**config.mk**
```make
export PLATFORM = sky130hd
export DESIGN_NAME = pc_stack_unit
export DESIGN_NICKNAME = d
export VERILOG_FILES = /design/src/rtl/pc_stack_unit.sv
export SDC_FILE = /design/constraint.sdc
export NUM_CORES = 1
export LEC_CHECK = 0
export CAP_MARGIN = 20
export CORE_MARGIN = 4
export CORE_UTILIZATION = 45
export CTS_CLUSTER_SIZE = 10
export DETAILED_ROUTE_END_ITERATION = 6
export GPL_TIMING_DRIVEN = 0
export PLACE_DENSITY_LB_ADDON = 0.12
export SYNTH_ARGS = -nofsm -noshare
export SYNTH_HDL_FRONTEND = slang
export SYNTH_SLANG_ARGS = --single-unit
```
**constraint.sdc**
```tcl
create_clock -name CLK -period 9.11 [get_ports CLK]
set_clock_uncertainty 0.2 [all_clocks]
set_input_delay 1.822 -clock CLK [delete_from_list [all_inputs] [get_ports CLK]]
set_output_delay 1.822 -clock CLK [all_outputs]
set_load 0.03 [all_outputs]
```
**src/rtl/pc_stack_unit.sv**
```systemverilog
// rtl/pc_stack_unit.sv - program counter with exception vector and circular return-address stack
//
// Holds PC/OldPC and selects the next PC from the ALU result, PC+INC, the
// jump target or the return-address stack. An exception forces EXC_VEC and
// captures the faulting PC in EPC.
//
// Ports:
//   CLK        clock, all state updates on the rising edge
//   rst        asynchronous active-high reset
//   PCEn       PC write enable
//   PCSrc      next-PC select: 00 PCC, 01 PC+INC, 10 JTarget, 11 RAS pop
//   PCC        ALU-computed target, also the fallback when popping an empty RAS
//   JTarget    jump target
//   Push       push PC+INC onto the RAS (call), qualified by PCEn
//   ExcReq     exception request, overrides PCEn
//   ErrClr     clears the sticky RAS error flags
//   PC         current PC
//   OldPC      PC before the last update
//   EPC        PC captured on exception
//   RasTop     top RAS entry, 0 when empty
//   RasCount   occupied RAS entries
//   RasFull    RasCount == RAS_DEPTH
//   RasEmpty   RasCount == 0
//   RasOvf     sticky: push while full
//   RasUnf     sticky: pop while empty
//   Misaligned combinational, PC[1:0] != 0

module pc_stack_unit #(
  parameter int               WIDTH     = 32,
  parameter logic [WIDTH-1:0] RESET_VEC = WIDTH'(511),
  parameter logic [WIDTH-1:0] EXC_VEC   = WIDTH'(32'h00000180),
  parameter logic [WIDTH-1:0] INC       = WIDTH'(4),
  parameter int               RAS_DEPTH = 4
) (
  input  logic                         CLK,
  input  logic                         rst,
  input  logic                         PCEn,
  input  logic [1:0]                   PCSrc,
  input  logic [WIDTH-1:0]             PCC,
  input  logic [WIDTH-1:0]             JTarget,
  input  logic                         Push,
  input  logic                         ExcReq,
  input  logic                         ErrClr,
  output logic [WIDTH-1:0]             PC,
  output logic [WIDTH-1:0]             OldPC,
  output logic [WIDTH-1:0]             EPC,
  output logic [WIDTH-1:0]             RasTop,
  output logic [$clog2(RAS_DEPTH):0]   RasCount,
  output logic                         RasFull,
  output logic                         RasEmpty,
  output logic                         RasOvf,
  output logic                         RasUnf,
  output logic                         Misaligned
);

  localparam int SPW = $clog2(RAS_DEPTH);
  localparam int CW  = SPW + 1;
  localparam logic [CW-1:0] DEPTH_C = CW'(RAS_DEPTH);

  logic [WIDTH-1:0] ras [RAS_DEPTH];
  logic [SPW-1:0]   sp;

  logic [WIDTH-1:0] pc_inc;
  logic [SPW-1:0]   top_idx;
  logic [WIDTH-1:0] top_val;
  logic             upd;
  logic             pop;
  logic             push;
  logic             nonempty;
  logic             full;
  logic             pop_hit;
  logic             ovf_evt;
  logic             unf_evt;
  logic             ras_we;
  logic [SPW-1:0]   ras_widx;
  logic [WIDTH-1:0] next_pc;

  // Modulo-2^WIDTH increment: the top of the address space wraps silently.
  assign pc_inc   = PC + INC;
  assign top_idx  = sp - SPW'(1);
  assign top_val  = ras[top_idx];

  assign upd      = PCEn & ~ExcReq;
  assign pop      = upd & (PCSrc == 2'b11);
  assign push     = upd & Push;
  assign nonempty = (RasCount != '0);
  assign full     = (RasCount == DEPTH_C);
  assign pop_hit  = pop & nonempty;

  // A push that coincides with a successful pop replaces the top in place,
  // so it can never overflow.
  assign ovf_evt  = push & ~pop & full;
  assign unf_evt  = pop & ~nonempty;

  // Combined pop+push rewrites the entry being popped; otherwise write at sp.
  assign ras_we   = push & ~rst;
  assign ras_widx = pop_hit ? top_idx : sp;

  always_comb begin
    next_pc = PCC;
    case (PCSrc)
      2'b00: next_pc = PCC;
      2'b01: next_pc = pc_inc;
      2'b10: next_pc = JTarget;
      2'b11: next_pc = nonempty ? top_val : PCC;
      default: next_pc = PCC;
    endcase
  end

  // RAS storage needs no reset: entries are only visible through RasCount.
  always_ff @(posedge CLK) begin
    if (ras_we) begin
      ras[ras_widx] <= pc_inc;
    end
  end

  always_ff @(posedge CLK or posedge rst) begin
    if (rst) begin
      PC       <= RESET_VEC;
      OldPC    <= RESET_VEC;
      EPC      <= '0;
      sp       <= '0;
      RasCount <= '0;
      RasOvf   <= 1'b0;
      RasUnf   <= 1'b0;
    end else begin
      if (ExcReq) begin
        EPC   <= PC;
        OldPC <= PC;
        PC    <= EXC_VEC;
      end else if (PCEn) begin
        OldPC <= PC;
        PC    <= next_pc;
      end

      // Pointer/count: plain push (including push into an empty stack during
      // an underflowing pop) advances; plain successful pop retreats; a
      // combined successful pop+push leaves both unchanged.
      if (push & ~pop_hit) begin
        sp <= sp + SPW'(1);
        if (!full) begin
          RasCount <= RasCount + CW'(1);
        end
      end else if (pop_hit & ~push) begin
        sp       <= sp - SPW'(1);
        RasCount <= RasCount - CW'(1);
      end

      // A new event in the ErrClr cycle keeps the flag set.
      RasOvf <= (RasOvf & ~ErrClr) | ovf_evt;
      RasUnf <= (RasUnf & ~ErrClr) | unf_evt;
    end
  end

  assign RasTop     = nonempty ? top_val : '0;
  assign RasFull    = full;
  assign RasEmpty   = ~nonempty;
  assign Misaligned = |PC[1:0];

endmodule

```
==> results of run 1 <==
[flip-flops by register name, indices dropped and copies added (netlist names)]
register / flops
PC: 32
EPC: 32
RasOvf: 1
OldPC: 32
sp: 2
ras: 128
RasCount: 3
RasUnf: 1
[final timing paths]
kind / from / end / slack (ns)
max in group asynchronous: rst / PC[2]$_DFFE_PP1P_ / 6.29
min in group asynchronous: rst / RasOvf$_DFF_PP0_ / 1.60
max: RasCount[0]$_DFFE_PP0P_ / RasTop[18] / 4.05
max reg2reg: RasCount[0]$_DFFE_PP0P_ / ras[3][28]$_DFFE_PP_ / 5.65
min: OldPC[5]$_DFFE_PP1P_ / OldPC[5]$_DFFE_PP1P_ / 0.25
min reg2reg: OldPC[5]$_DFFE_PP1P_ / OldPC[5]$_DFFE_PP1P_ / 0.25
[power groups by stage]
stage	Combinational (uW)	Clock [uW]	Sequential (uW)
floorplan	766	0	1420
global placement	1490	0	1310
detailed placement	1510	0	1310
CTS	1510	985	1290
global route	1590	1030	1300
finish	1510	973	1290
[cells by family after synthesis]
kind of cell / count (synthesis)
xor gates and xnor gates: 34
adders and majority gates: 4
muxes: 74
and+or+nand+nor: 307
AOI/OAI and AO/OA: 153
DFF: 231
buffers and inverters: 92
[area by class of cell]
class                   count  area (um2)
flip-flops and latches    231        6440
diodes                      1        2.50
inverters                  22        85.1
clock buffers              48         774
fillers                  1972        9310
repair buffers            214        2200
clock inverters             1        5.00
well taps                 319         399
plain buffers              70         347
multi-input cells         572        4050
[per-stage QoR]
step	instances	worst slack, ns	util, %	hold slack (ns)
6_report	1478	4.05	60.6	0.255
5_1_grt	1477	3.98	60.6	0.269
4_1_cts	1477	4.09	60.6	0.255
3_5_place_dp	1428	4.11	57.3	0.245
3_3_place_gp	1421	0.326	56.6	0.244
2_1_floorplan	895	3.51	-	0.276
[routing by layer]
metal	up-vias	GRT usage, %	part of all wire (%)
li1	3756	-	-
met1	4275	37.9	40
met2	510	44.4	47
met3	100	5.48	9.6
met4	0	10.4	3.8
met5	-	0	0
[worst register-to-register path: cells and delay by family (launching register included)]
kind | cells | cell delay (ns)
DFF | 1 | 0.46
and+or+nand+nor | 3 | 0.76
AOI/OAI and AO/OA | 1 | 0.79
buffers and inverters | 3 | 0.95
[synthesized netlist by cell type (6+ instances only)]
cell / number / share of area [%]
a31oi_1: 9 / 0.52
mux4_2: 32 / 6.6
buf_4: 6 / 0.41
o2bb2ai_1: 7 / 0.56
edfxtp_1: 128 / 35
o211ai_1: 7 / 0.48
dfrtp_1: 85 / 20
nor2_1: 37 / 1.3
nand3_1: 26 / 1.2
nand4_1: 9 / 0.52
xnor2_1: 22 / 1.8
buf_2: 18 / 0.83
a21oi_1: 34 / 1.6
dfstp_2: 18 / 4.3
nand2_1: 146 / 5.0
o22ai_1: 7 / 0.40
and2_1: 36 / 2.1
inv_1: 20 / 0.69
o21ai_0: 36 / 1.7
mux2i_1: 8 / 0.74
xor2_1: 12 / 0.96
buf_1: 9 / 0.31
clkbuf_1: 31 / 1.1
mux2_2: 34 / 3.5
nor3_1: 13 / 0.60
==> results.toml, run 1 <==
[outcome]
status = "complete, but fails checks"
violations = "design-rule violations"

[clock_tree]
htreeDepth = 1
cts-resized-gates = 0
cts_tree = "yes"
cts_max_path_buffers = 3
ctsHoldBuffers = 0
cts-root-buf = "clkbuf_16"
clk_latency_ns = 0.53
cts_buffers = 27
clkSinkCount = 231
post_cts_buffers = 0
clkTransAtPathRegs_ns = 0.05

[worst_setup_path]
cpLargestDelayFamily = "buffers and inverters"
worstRegToRegCells = 7
cp_max_fo = 10
worstPathCellList = "or3_1, buf_2, clkbuf_1, nand2_1, inv_1, clkdlybuf4s50_1"
worst-path-stages = 6
cp-end-kind = "primary output"
critPathArrivalTime_ns = 3.04
slowest_stage = "clkdlybuf4s50_1"
critPathRequiredTime_ns = 7.09
cpPeakStageDelay_ns = 0.68
critPathKind = "reg2out"
start_kind = "flop"
critPathBufInv = 4

[power]
p_comb_share_pct = 40.0
p_leak_uw = 0.00548
pwr-share-clk_pct = 25.8
swShare_pct = 36.3
internal-power_uw = 2400
sequentialPowerShare_pct = 34.2
power_uw = 3770
power_density_nw_per_um2 = 264
ir_worst_vdd_uv = 165
power_switching_uw = 1370

[sta]
max_freq_mhz = 198
tns_ns = 0
setup_viol = 0
fin_crit_sh_pct = 55.5
period_needed_ns = 5.06
rsz0062_at_grt = "false"
slew_headroom_pct = 28.9
tightest_slew_ns = 1.06
timing.final.max_slew_violations = 0
hold_violations = 0

[detailed_routing]
post_drt_via_cell_ratio = 5.85
wl_per_cell_um = 25.4
drc = 3
drtIter0Drc = 905
antenna_left = 0
vias = 8641
drt_wl_total_um = 37500
dr.pass1.iters = 7

[placement]
dpl_cell_area_um2 = 13500
hpwl_um = 26700
port-buffer-count = 207
gp_congestion = 0.943

[logic_synthesis]
synth_cell_types = 71
async_flop_share_pct = 44.6
synth-simple-area-share_pct = 13.5
syn_area_per_cell_um2 = 12.2
synthesis.nets = 971
ys_warn_count = 0
synth_top_family_by_area = "simple AND/OR/NAND/NOR gates"
yosys.area_share.adder_pct = 0.528
synth_edf_count = 128
synth_seq_area_share_pct = 59.1
synth_compound_area_share_pct = 9.28
synth_ff_type = "edfxtp_1"
syn_area_um2 = 10900
yosys_register_bits = 231
synthMuxAreaShare_pct = 10.9
syn_inst = 895
synth-xor-area-share_pct = 2.73

[grt]
grt_pass1_wl_um = 55000
antenna_found_initial = 0
grt_max_degree = 60
grt_pass1_vias = 8722
overflow = 0
grt_util_all_layers_pct = 27.8

[floorplan]
initial_utilization_pct = 46.1
num_io_pins = 208
rows = 56
die_area_um2 = 26800
core_um2 = 23600
die_h_um = 164
die_w_um = 164

[cells_and_area]
layout.cells.most_common_list = "207 x clkdlybuf4s50_1, 146 x nand2_1, 128 x edfxtp_1, 85 x dfrtp_1, 50 x clkbuf_1"
syn_to_final_growth_pct = 31.3
nets = 1214
drive_above_1_share_pct = 14.9
final_common_cell = "clkdlybuf4s50_1"
postLayoutCellArea_um2 = 14300

[min_path]
min-delay-path-class = "reg2reg"
whs_path_depth = 2

[run]
maxCapViolCount = 0
No activity file was read; power rests on OpenSTA's default activity.
==> run 2, diff against run 1 <==
==> constraint.sdc (replaced) <==
create_clock -name CLK -period 4.6 [get_ports CLK]
set_clock_uncertainty 0.2 [all_clocks]
set_input_delay 0.92 -clock CLK [delete_from_list [all_inputs] [get_ports CLK]]
set_output_delay 0.92 -clock CLK [all_outputs]
set_load 0.03 [all_outputs]
==> run 2 against run 1 <==
  * The flow now finishes without violations
  * Clock-buffer cell count decreased by 2
  * Final cell count unchanged
  * Combinational power rose by 98%
  * Hold slack worse by 0.0033 ns
  * Via count shrank 0.41%
  * Die area unchanged
  * Routed wire length fell by 1.4%
  * First-iteration DRC count shrank 13%
  * Core utilization is 0.085 points lower
  * Worst setup slack got worse by 3.6 ns
  * Clock power is 94% higher
  * Critical path type unchanged
==> results.toml, run 2 (synthesis gave the netlist of run 1 again) <==
[cells_and_area]
fillCellCount = 2005
syn_to_final_growth_pct = 31.1
postLayoutCellArea_um2 = 14300
drive_above_1_share_pct = 14.8
final_common_cell = "clkdlybuf4s50_1"
top_register = "ras"
nets = 1214
largest_reg_flops = 128
layout.cells.most_common_list = "207 x clkdlybuf4s50_1, 146 x nand2_1, 128 x edfxtp_1, 85 x dfrtp_1, 50 x clkbuf_1"
fin_util_pct = 60.5

[floorplan]
die_area_um2 = 26800
die_w_um = 164
rows = 56
die_h_um = 164
core_um2 = 23600
num_io_pins = 208
initial_utilization_pct = 46.1

[clock_tree]
cts-resized-gates = 0
cts_buffers = 27
htreeDepth = 1
cts-root-buf = "clkbuf_16"
cts_max_path_buffers = 3
post_cts_buffers = 0
clkSinkCount = 231
clkTransAtPathRegs_ns = 0.06
ctsHoldBuffers = 0
clk_latency_ns = 0.53
cts_tree = "yes"

[run]
maxCapViolCount = 0

[grt]
grt_max_degree = 54
overflow = 0
grt_pass1_wl_um = 54200
grt_pass1_vias = 8783
grt_util_all_layers_pct = 27.4
antenna_found_initial = 2

[sta]
setup_viol = 0
max_freq_mhz = 241
hold_violations = 0
tightest_slew_ns = 0.981
tns_ns = 0
fin_crit_sh_pct = 90.2
rsz0062_at_grt = "false"
fin_ws_ns = 0.453
slew_headroom_pct = 34.3
timing.final.max_slew_violations = 0
period_needed_ns = 4.15

[worst_setup_path]
cp-end-kind = "primary output"
critical_path.startpoint = "RasCount[0]$_DFFE_PP0P_"
critPathArrivalTime_ns = 3.03
start_kind = "flop"
r2r_start = "RasCount[0]$_DFFE_PP0P_"
cp_max_fo = 10
endpoint = "RasTop[18]"
critPathRequiredTime_ns = 3.48
critPathKind = "reg2out"
worstRegToRegCells = 9
r2r-end = "ras[1][19]$_DFFE_PP_"
rrSetupSlack_ns = 0.93

[placement]
gp_congestion = 0.939
port-buffer-count = 207
dpl_cell_area_um2 = 13500
hpwl_um = 26700
pre_cts_ws_ns = 0.314

[detailed_routing]
wl_per_cell_um = 25.0
post_drt_via_cell_ratio = 5.82
drt_wl_total_um = 37000
antenna_left = 0
drtIter0Drc = 789
vias = 8606
drc = 0
dr.pass1.iters = 5

[outcome]
status = "complete, no violations"

[min_path]
min-delay-path-class = "reg2reg"

[power]
p_leak_uw = 0.00547
power_density_nw_per_um2 = 521
ir_worst_vdd_uv = 267
[run 2: cell count changes in the layout (fill, tap and decap cells not counted)]
cell	change
buf_4	+1
clkbuf_8	-2
buf_6	-1
clkinv_1	+2
inv_6	+1
clkinv_2	-1
[run 2: final cells by class]
| class | instances | area, um2 | share of cell area [%] |
|---|---|---|---|
| inverter | 22 | 85.1 | 0.596 |
| antenna | 1 | 2.50 | 0.0175 |
| tap | 319 | 399 | 2.79 |
| buffer | 70 | 347 | 2.43 |
| clock buffer | 46 | 747 | 5.23 |
| clock inverter | 3 | 16.3 | 0.114 |
| multi-input combinational | 572 | 4050 | 28.3 |
| timing repair buffer | 214 | 2200 | 15.4 |
| sequential | 231 | 6440 | 45.1 |
[run 2: metal layers]
layer	track usage [%]	vias to the layer above	part of all wire, %
met5	0	-	0
met3	5.83	109	8.5
met4	10.1	0	4.1
met1	37.1	4289	40
li1	-	3757	-
met2	44.0	451	47
[run 2: stage by stage]
| stage | hold WS (ns) | instances | total power [uW] |
|---|---|---|---|
| finish | 0.251 | 1478 | 7440 |
| global route | 0.263 | 1478 | 7730 |
| floorplan | 0.276 | 895 | 4330 |
| CTS | 0.254 | 1477 | 7460 |
| global placement | 0.243 | 1421 | 5540 |
| detailed placement | 0.245 | 1428 | 5570 |
[run 2: worst min-delay path by stage]
stage / to / depth (start not counted) / slack [ns] / startpoint
floorplan: OldPC[1]$_DFFE_PP1P_ / 2 / 0.28 / PC[1]$_DFFE_PP1P_
global placement: OldPC[0]$_DFFE_PP1P_ / 2 / 0.24 / OldPC[0]$_DFFE_PP1P_
detailed placement: OldPC[6]$_DFFE_PP1P_ / 2 / 0.24 / OldPC[6]$_DFFE_PP1P_
CTS: OldPC[6]$_DFFE_PP1P_ / 2 / 0.25 / OldPC[6]$_DFFE_PP1P_
global route: OldPC[6]$_DFFE_PP1P_ / 2 / 0.26 / OldPC[6]$_DFFE_PP1P_
finish: OldPC[6]$_DFFE_PP1P_ / 2 / 0.25 / OldPC[6]$_DFFE_PP1P_
[run 2: power breakdown]
group	switching (uW)	leakage [uW]	internal [uW]
logic	1760	0.00263	1220
clock network	802	0.000363	1090
registers	147	0.00248	2410
total	2710	0.00547	4730
[run 2: worst max-delay path, stage by stage (launching register included)]
cell,delay [ns]
dfrtp_1,0.45
or3_1,0.16
buf_2,0.17
clkbuf_1,0.64
nand2_1,0.29
inv_1,0.12
clkdlybuf4s50_1,0.67
==> run 3, diff against run 2 <==
--- a/config.mk
+++ b/config.mk
@@ -8,6 +8,7 @@
 export CAP_MARGIN = 20
 export CORE_MARGIN = 4
 export CORE_UTILIZATION = 45
+export CTS_BUF_LIST = sky130_fd_sc_hd__clkbuf_4 sky130_fd_sc_hd__clkbuf_8 sky130_fd_sc_hd__clkbuf_16
 export CTS_CLUSTER_SIZE = 10
 export DETAILED_ROUTE_END_ITERATION = 6
 export GPL_TIMING_DRIVEN = 0
==> run 3 against run 2 <==
  * Highest routed layer unchanged
  * Combinational power about the same
  * Global-route usage about the same
  * Clock-buffer cell count unchanged
  * Sequential power about the same
  * Largest cell class unchanged
  * Critical path depth unchanged
  * Largest power group unchanged
==> results.toml, run 3 (synthesis gave the netlist of run 1 again) <==
[cells_and_area]
largest_reg_flops = 128
top_register = "ras"
layout.cells.most_common_list = "207 x clkdlybuf4s50_1, 146 x nand2_1, 128 x edfxtp_1, 85 x dfrtp_1"
drive_above_1_share_pct = 16.4
fin_cells = 1479
final_common_cell = "clkdlybuf4s50_1"
fillCellCount = 1994
nets = 1214
postLayoutCellArea_um2 = 14400
regArea_um2 = 6440
multi_input_area_um2 = 4050
syn_to_final_growth_pct = 31.8

[sta]
hold_violations = 0
fin_crit_sh_pct = 89.7
max_freq_mhz = 242
slew_headroom_pct = 34.4
timing.final.max_slew_violations = 0
rsz0062_at_grt = "false"
fin_ws_ns = 0.475
tightest_slew_ns = 0.979
period_needed_ns = 4.13
setup_viol = 0

[worst_setup_path]
start_kind = "flop"
critPathKind = "reg2out"
r2r_start = "RasCount[0]$_DFFE_PP0P_"
cp-end-kind = "primary output"
worstPathCellList = "or3_1, buf_2, clkbuf_1, nand2_1, inv_1, clkdlybuf4s50_1"
cpLargestDelayFamily = "buffers and inverters"
critPathBufInv = 4
critPathArrivalTime_ns = 3.01
cpPeakStageDelay_ns = 0.67
cp_max_fo = 10
critical_path.startpoint = "RasCount[0]$_DFFE_PP0P_"
slowest_stage = "clkdlybuf4s50_1"
critPathRequiredTime_ns = 3.48

[placement]
hpwl_um = 26700
dpl_cell_area_um2 = 13500
port-buffer-count = 207
place_inst = 1428
gp_congestion = 0.939
pre_cts_ws_ns = 0.314

[clock_tree]
post_cts_buffers = 0
cts_tree = "yes"
cts_buffers = 27
cts-resized-gates = 0
htreeDepth = 1
ctsHoldBuffers = 0
clkSinkCount = 231
clk_latency_ns = 0.54
cts-root-buf = "clkbuf_16"
clkTransAtPathRegs_ns = 0.06
cts_max_path_buffers = 3

[floorplan]
rows = 56
die_w_um = 164
num_io_pins = 208
die_area_um2 = 26800
core_um2 = 23600
die_h_um = 164
initial_utilization_pct = 46.1

[grt]
grt_util_all_layers_pct = 27.4
antenna_found_initial = 2
grt_pass1_wl_um = 54300
grt_max_degree = 54
overflow = 0
grt_pass1_vias = 8789

[detailed_routing]
antenna_left = 0
post_drt_via_cell_ratio = 5.83
dr.pass1.iters = 6
wl_per_cell_um = 25.1
drt_wl_total_um = 37100
vias = 8622
drc = 0
drtIter0Drc = 879

[min_path]
min-delay-path-class = "reg2reg"
min_from = "OldPC[6]$_DFFE_PP1P_"

[power]
ir_worst_vdd_uv = 261
power_density_nw_per_um2 = 527
p_leak_uw = 0.00554

[run]
maxCapViolCount = 0

[outcome]
status = "complete, no violations"
## run 3: cell types whose count changed in the layout (fill, tap and decap cells not counted), sizes merged
cell | before | now
diode | 1 | 2
## run 3: where the power goes
group	internal (uW)	switching [uW]	total, uW
sequential	2410	146	2560
clock	1200	810	2010
combinational	1220	1770	2990
## run 3: tightest hold or removal path, cell delays in order (launching register included)
cell and delay [ns]:
dfstp_2 0.37, nand2_1 0.04, nand2_1 0.04
## run 3: per-layer routing
| metal | global-route usage (%) | part of all wire, % | vias up |
|---|---|---|---|
| met2 | 44.3 | 48 | 469 |
| met3 | 4.95 | 8.4 | 97 |
| met1 | 37.6 | 40 | 4288 |
| met4 | 9.53 | 3.6 | 0 |
| li1 | - | - | 3768 |
| met5 | 0 | 0 | - |
## run 3: final cells by class
cell class                 count  share of cell area, %
antenna                        2                 0.0349
buffer                        70                   2.41
clock buffer                  46                   5.70
clock inverter                 3                  0.113
inverter                      22                  0.593
multi-input combinational    572                   28.2
sequential                   231                   44.9
tap                          319                   2.78
timing repair buffer         214                   15.3
## run 3: through the flow
stage | utilization [%] | total power, uW | hold WS, ns | setup TNS [ns]
5_1_grt | 60.8 | 7840 | 0.263 | 0
2_1_floorplan | - | 4330 | 0.276 | 0
3_3_place_gp | 56.6 | 5540 | 0.243 | -300.70
4_1_cts | 60.8 | 7580 | 0.254 | 0
3_5_place_dp | 57.2 | 5570 | 0.245 | 0
6_report | 60.8 | 7560 | 0.251 | 0
## run 3: path summary, 6_finish.rpt
check / end / slack [ns] / cells past startpoint
worst max-delay path: RasTop[18] / 0.47 / 6
worst min-delay path: OldPC[6]$_DFFE_PP1P_ / 0.25 / 2
worst max register to register: ras[1][2]$_DFFE_PP_ / 0.96 / 9
worst min register to register: OldPC[6]$_DFFE_PP1P_ / 0.25 / 2
max in group asynchronous: OldPC[2]$_DFFE_PP1P_ / 2.70 / 3
min in group asynchronous: RasOvf$_DFF_PP0_ / 0.72 / 2
